<file path="src/rtl/xbar_route_sequencer.sv">
// xbar_route_sequencer
//   Initiator for a crossbar control channel. A small route table holds
//   (input select, output select, transfer count) per entry. Each active entry
//   is issued as a control word. The route is then held until the programmed
//   number of routed-output fires (fed back on xfer_fire) have completed, and
//   then the next entry is issued.
//
//   Build option: define XBAR_SEQ_LOOP_EN to wrap back to entry 0 after the
//   last active entry. Sequencing then repeats until stop, and done pulses once
//   per pass. Without it, the sequencer returns to IDLE with a done pulse.
//
// Ports
//   clk, reset         clock, asynchronous active-high reset
//   cfg_we/cfg_addr/cfg_in_sel/cfg_out_sel/cfg_count   route table write
//   cfg_len_we/cfg_len number of active entries (saturated to N_ENTRIES)
//   start, stop        begin at entry 0 / abort
//   xfer_fire          one completed transfer on the active route
//   control, control_val, control_rdy   control channel to the crossbar
//   busy, cur_entry    status
//   done, cfg_err      one-cycle pulses
//
// state  | meaning
// IDLE   | table writable, waiting for start
// ISSUE  | control word presented, waiting for control_rdy
// HOLD   | route held, counting xfer_fire up to the entry count
module xbar_route_sequencer #(
  parameter int N_INPUTS          = 2,
  parameter int N_OUTPUTS         = 2,
  parameter int CONTROL_BIT_WIDTH = 42,
  parameter int N_ENTRIES         = 4,
  parameter int COUNT_WIDTH       = 16,
  localparam int LI = $clog2(N_INPUTS),
  localparam int LO = $clog2(N_OUTPUTS),
  localparam int AW = $clog2(N_ENTRIES)
) (
  input  logic                         clk,
  input  logic                         reset,
  input  logic                         cfg_we,
  input  logic [AW-1:0]                cfg_addr,
  input  logic [LI-1:0]                cfg_in_sel,
  input  logic [LO-1:0]                cfg_out_sel,
  input  logic [COUNT_WIDTH-1:0]       cfg_count,
  input  logic                         cfg_len_we,
  input  logic [AW:0]                  cfg_len,
  input  logic                         start,
  input  logic                         stop,
  input  logic                         xfer_fire,
  output logic [CONTROL_BIT_WIDTH-1:0] control,
  output logic                         control_val,
  input  logic                         control_rdy,
  output logic                         busy,
  output logic [AW-1:0]                cur_entry,
  output logic                         done,
  output logic                         cfg_err
);

  typedef enum logic [1:0] {S_IDLE, S_ISSUE, S_HOLD} state_t;

  localparam logic [AW:0] LEN_MAX = (AW+1)'(N_ENTRIES);

  logic [LI-1:0]          r_tbl_in  [N_ENTRIES];
  logic [LO-1:0]          r_tbl_out [N_ENTRIES];
  logic [COUNT_WIDTH-1:0] r_tbl_cnt [N_ENTRIES];
  logic [AW:0]            r_len;

  state_t                         r_state, w_state_nxt;
  logic [AW-1:0]                  r_cur, w_cur_nxt;
  logic [COUNT_WIDTH-1:0]         r_cnt, w_cnt_nxt;
  logic [CONTROL_BIT_WIDTH-1:0]   r_control, w_word;
  logic                           r_control_val, r_done, r_cfg_err;
  logic                           w_done_nxt, w_err_nxt, w_cfg_wr, w_len_wr, w_adv;
  logic [COUNT_WIDTH-1:0]         w_cur_cnt, w_cnt_inc;
  logic [AW:0]                    w_cur_ext;
  logic                           w_last;

  assign w_cur_cnt = r_tbl_cnt[r_cur];
  assign w_cnt_inc = r_cnt + 1'b1;
  assign w_cur_ext = {1'b0, r_cur} + 1'b1;
  assign w_last    = (w_cur_ext >= r_len);

  always_comb begin
    w_state_nxt = r_state;
    w_cur_nxt   = r_cur;
    w_cnt_nxt   = r_cnt;
    w_done_nxt  = 1'b0;
    w_err_nxt   = 1'b0;
    w_cfg_wr    = 1'b0;
    w_len_wr    = 1'b0;
    w_adv       = 1'b0;
    case (r_state)
      S_IDLE: begin
        w_cfg_wr = cfg_we;
        w_len_wr = cfg_len_we;
        if (start && !stop) begin
          if (r_len != '0) begin
            w_state_nxt = S_ISSUE;
            w_cur_nxt   = '0;
          end else begin
            w_err_nxt = 1'b1;
          end
        end
      end
      S_ISSUE: begin
        if (control_rdy) begin
          w_cnt_nxt = '0;
          if (w_cur_cnt == '0) w_adv = 1'b1;
          else                 w_state_nxt = S_HOLD;
        end
      end
      S_HOLD: begin
        if (xfer_fire) begin
          if (w_cnt_inc == w_cur_cnt) w_adv = 1'b1;
          else                        w_cnt_nxt = w_cnt_inc;
        end
      end
      default: w_state_nxt = S_IDLE;
    endcase

    if (w_adv) begin
      w_cnt_nxt = '0;
      if (!w_last) begin
        w_cur_nxt   = r_cur + 1'b1;
        w_state_nxt = S_ISSUE;
      end else begin
        w_cur_nxt  = '0;
        w_done_nxt = 1'b1;
`ifdef XBAR_SEQ_LOOP_EN
        w_state_nxt = S_ISSUE;
`else
        w_state_nxt = S_IDLE;
`endif
      end
    end

    // Outside IDLE, config writes are rejected; stop overrides any advance.
    if (r_state != S_IDLE) begin
      if (cfg_we || cfg_len_we) w_err_nxt = 1'b1;
      if (stop) begin
        w_state_nxt = S_IDLE;
        w_cnt_nxt   = '0;
        w_cur_nxt   = '0;
        w_done_nxt  = 1'b0;
      end
    end
  end

  // Word for the entry that will be presented next cycle, so control is registered.
  always_comb begin
    w_word = '0;
    w_word[CONTROL_BIT_WIDTH-1 -: LI]    = r_tbl_in[w_cur_nxt];
    w_word[CONTROL_BIT_WIDTH-1-LI -: LO] = r_tbl_out[w_cur_nxt];
  end

  always_ff @(posedge clk or posedge reset) begin
    if (reset) begin
      r_state       <= S_IDLE;
      r_cur         <= '0;
      r_cnt         <= '0;
      r_control     <= '0;
      r_control_val <= 1'b0;
      r_done        <= 1'b0;
      r_cfg_err     <= 1'b0;
      r_len         <= '0;
    end else begin
      r_state       <= w_state_nxt;
      r_cur         <= w_cur_nxt;
      r_cnt         <= w_cnt_nxt;
      r_control_val <= (w_state_nxt == S_ISSUE);
      r_control     <= (w_state_nxt == S_ISSUE) ? w_word : '0;
      r_done        <= w_done_nxt;
      r_cfg_err     <= w_err_nxt;
      if (w_len_wr) r_len <= (cfg_len > LEN_MAX) ? LEN_MAX : cfg_len;
    end
  end

  always_ff @(posedge clk or posedge reset) begin
    if (reset) begin
      for (int i = 0; i < N_ENTRIES; i++) begin
        r_tbl_in[i]  <= '0;
        r_tbl_out[i] <= '0;
        r_tbl_cnt[i] <= '0;
      end
    end else if (w_cfg_wr) begin
      r_tbl_in[cfg_addr]  <= cfg_in_sel;
      r_tbl_out[cfg_addr] <= cfg_out_sel;
      r_tbl_cnt[cfg_addr] <= cfg_count;
    end
  end

  assign control     = r_control;
  assign control_val = r_control_val;
  assign busy        = (r_state != S_IDLE);
  assign cur_entry   = r_cur;
  assign done        = r_done;
  assign cfg_err     = r_cfg_err;

endmodule

</file>
<file path="config.mk">
export PLATFORM = sky130hd
export DESIGN_NAME = xbar_route_sequencer
export DESIGN_NICKNAME = d
export VERILOG_FILES = /design/src/rtl/xbar_route_sequencer.sv
export SDC_FILE = /design/constraint.sdc
export NUM_CORES = 1
export LEC_CHECK = 0
export BUFFER_PORTS_ARGS = -buffer_cell sky130_fd_sc_hd__clkbuf_2
export CAP_MARGIN = 20
export CORE_ASPECT_RATIO = 0.7
export CORE_MARGIN = 2
export CORE_UTILIZATION = 25
export CTS_BUF_LIST = sky130_fd_sc_hd__clkbuf_4
export CTS_CLUSTER_DIAMETER = 120
export CTS_CLUSTER_SIZE = 10
export DETAILED_ROUTE_END_ITERATION = 8
export PLACE_DENSITY_LB_ADDON = 0.1
export SYNTH_ARGS = -nofsm -noshare
export SYNTH_HDL_FRONTEND = slang
export SYNTH_SLANG_ARGS = --single-unit
export TNS_END_PERCENT = 1
</file>
<file path="constraint.sdc">
create_clock -name clk -period 8 [get_ports clk]
set_input_delay 1.2 -clock clk [delete_from_list [all_inputs] [get_ports clk]]
set_output_delay 1.2 -clock clk [all_outputs]
set_load 0.05 [all_outputs]
</file>
==> results.md <==
- H-tree depth: 3
- Yosys reg bits: 100
- Synth Flop Type: dfrtp_1
- Die Width: 184 um
- CTS root buf: clkbuf_4
- Starting density of the core: between 20% and 30%
- I/O pins: 79
- Worst hold slack: ~0.52 ns
- CP Max Fanout: 21
- Worst hold path type: reg -> reg
- Max_cap viols: 0
- Initial antenna violation count: 0
- Vias: approximately 3700
- Setup TNS: 0 ns
- Adder-Cell Fraction of Synth Area: 2.00%
- ANT nets after route: 0
- Post-CTS resize count: 0
- Post-synthesis mux area share: 22.9%
- Diode count: 0
- Core Area: 21900 um^2
- XOR/XNOR Fraction of Synth Area: around 5.1%
- Vias in the first global route: approximately 3700
- Synth area leader: dfrtp_1
- Synth Area in Compound Gates: under 10%
- Largest cells by area after synthesis: dfrtp_1 (44%), mux2_2 (15%), buf_4 (5.5%), mux4_2 (4.8%), xnor2_1 (2.3%)
- 1st-iter DRT viols: between 150 and 200
- Clock Latency Late Sink: 0.51 ns
- Post-synthesis async set-or-reset flop share: between 90% and 100%
- Port Buf Inserts: 38
- Num rows: 45
- Most common cell in the netlist: dfrtp_1
- Worst R2R Path Depth: 8
- Die height: approximately 130 um
- Gpl congestion: around 0.83
- Clock Skew: between 0.02 and 0.03 ns
- Warnings from Yosys: 0
- Total power: between 0.0015 and 0.002 W
- RSZ-0062 raised after global routing: no
- Shortest period the worst path allows: slightly above 4 ns
- Routed WL: ~14 mm
- Yosys cell types: between 60 and 70
- CP startpoint kind: flop
- Sink Count: 100
- Simple-gate share of the synthesized area: 11.6%
- Largest family of logic cells by synthesized area: multiplexers
- Final core occ: between 20% and 30%
- Max_slew headroom: between 30% and 40%
- Hold_buf cts: 0
- Register area share after synthesis: between 40% and 50%
- Max clock buf depth: 2
- Status: complete, no violations
- CTS buffer count: 9
- P_int: about 0.0011 W
- Hold-critical path depth: 1
- Req. time, crit path: approximately 8.4 ns
- Power share of the clock group: approximately 14%
- Pwr Density: between 300 and 400 nW/um^2
- Final worst-path cycle share: 50.4%
- Actual slew at the worst max-slew pin: between 0.9 and 1 ns
- LEAKAGE: between 2 and 3 nW
- Residual DRC: 0
- Sw frac: between 30% and 40%
- Critical path class: reg -> reg
- VDD IR max: 0.0978 mV
- Mean Syn Cell Area: ~12 um^2
- DP HPWL: 10.3 mm
- # Post-CTS Setup Buffers: 0
- Gate Count Post-Synth: ~470
- Post-synth top area share: 44.4%
- Worst path arrival time: approximately 4.4 ns
- Logic pwr share: between 40% and 50%
- Mapped cell area: 5640 um^2
- Net switching power: between 0.0007 and 0.0008 W
- Final setup vio count: 0
- Crit. End Element: flop
- Overflow after GRT: 0
- Number of failing hold endpoints at the final stage: 0
- Max-slew violations: 0
- Synth-to-Final Area Change: 8.23%
- Nets: 544
- Sequential Power Share: between 40 and 50%
- Share of cells above drive strength 1: roughly a third
- Via density: ~4.6
- Fmax: 248 MHz
- First-pass GRT wire length: between 20 and 25 mm
- Clock transition at the registers of the reported paths: 0.16 ns
- EDFF count, synth: 0
- Avg WL per Cell: between 15 and 20 um
- Pin count of the biggest net entering global routing: 53
- CTS tree: done
- Synth top cells by count: dfrtp_1 (100), mux2_2 (73), buf_4 (41)
- Gr usage total: 12.8%
- Pre-Repair DR Iteration Count: 4
- Total Die Area: roughly 24000 um^2
==> per-layer routing <==
layer	global-route usage [%]	up-vias	wire, um
li1	-	1691	-
met3	3.04	9	743
met2	19.2	99	6220
met5	0	-	0
met1	18.5	1859	6990
met4	3.15	0	119
==> kinds of logic after synthesis <==
kind of cell             Yosys count
multiplexers                      97
AND/OR/NAND/NOR                  118
XOR/XNOR                          25
AO/OA/AOI/OAI                     50
buffers and inverters             66
other                              1
adder cells (fa/ha/maj)            9
flip-flops                       100
==> layout make-up <==
| type | instances | area, um^2 |
|---|---|---|
| clock inverters | 5 | 35.0 |
| flip-flops and latches | 100 | 2500 |
| multi-input cells | 339 | 2860 |
| repair buffers | 43 | 228 |
| inverters | 11 | 43.8 |
| clock buffers | 11 | 82.6 |
| well taps | 282 | 353 |
| fillers | 2286 | 15800 |
==> state kept, by name, summed over array words and instances (netlist names) <==
name,count
r_tbl_cnt,64
r_cnt,16
r_tbl_in,4
r_tbl_out,4
r_len,3
control,2
cur_entry,2
r_state,2
cfg_err,1
control_val,1
done,1
==> metrics by stage <==
step | worst slack, ns | instance area (um^2) | cells
6_report | 3.97 | 6100 | 791
2_1_floorplan | 4.18 | 5790 | 505
4_1_cts | 3.78 | 6100 | 791
3_3_place_gp | 3.98 | 5980 | 775
3_5_place_dp | 3.81 | 5980 | 775
5_1_grt | 3.80 | 6100 | 791
==> cell usage in the layout (no fill, tap or decap), types with 5 or more instances in the layout <==
master / n
ha_1: 9
nor3_1: 8
dfrtp_1: 100
nor2_1: 18
mux2i_1: 6
o21ai_0: 7
a21oi_1: 15
nand2b_1: 5
clkbuf_4: 11
nand4_1: 7
buf_4: 5
mux4_2: 12
clkbuf_2: 38
xnor2_1: 15
nand2_1: 30
conb_1: 40
mux2_2: 73
and3_1: 5
nand3_1: 9
inv_1: 10
==> critical path: stages, from the launching register on <==
cell       delay (ns)
dfrtp_1          1.00
mux4_2           0.45
xnor2_1          0.16
o21bai_1         0.16
a2111oi_1        0.80
a41o_4           0.39
mux2i_2          0.56
mux2i_1          0.29
o22ai_1          0.11
==> worst paths after layout <==
check                           slack (ns)       endpoint          start
worst max register to register        3.97    control[41]   cur_entry[1]
max in group asynchronous             6.09       r_len[2]          reset
worst max-delay path                  3.97    control[41]   cur_entry[1]
min in group asynchronous             0.73       r_cnt[1]          reset
worst min-delay path                  0.52  r_tbl_cnt[41]  r_tbl_cnt[41]
worst min register to register        0.52  r_tbl_cnt[41]  r_tbl_cnt[41]
==> power groups by stage <==
| stage | sequential [W] | clock (W) | combinational, W |
|---|---|---|---|
| floorplan | 0.000811 | 0 | 0.000627 |
| global route | 0.000850 | 0.000293 | 0.000862 |
| global placement | 0.000831 | 0 | 0.000787 |
| finish | 0.000821 | 0.000254 | 0.000786 |
| detailed placement | 0.000835 | 0 | 0.000794 |
| CTS | 0.000822 | 0.000272 | 0.000796 |
(Power assumes the default switching activity.)
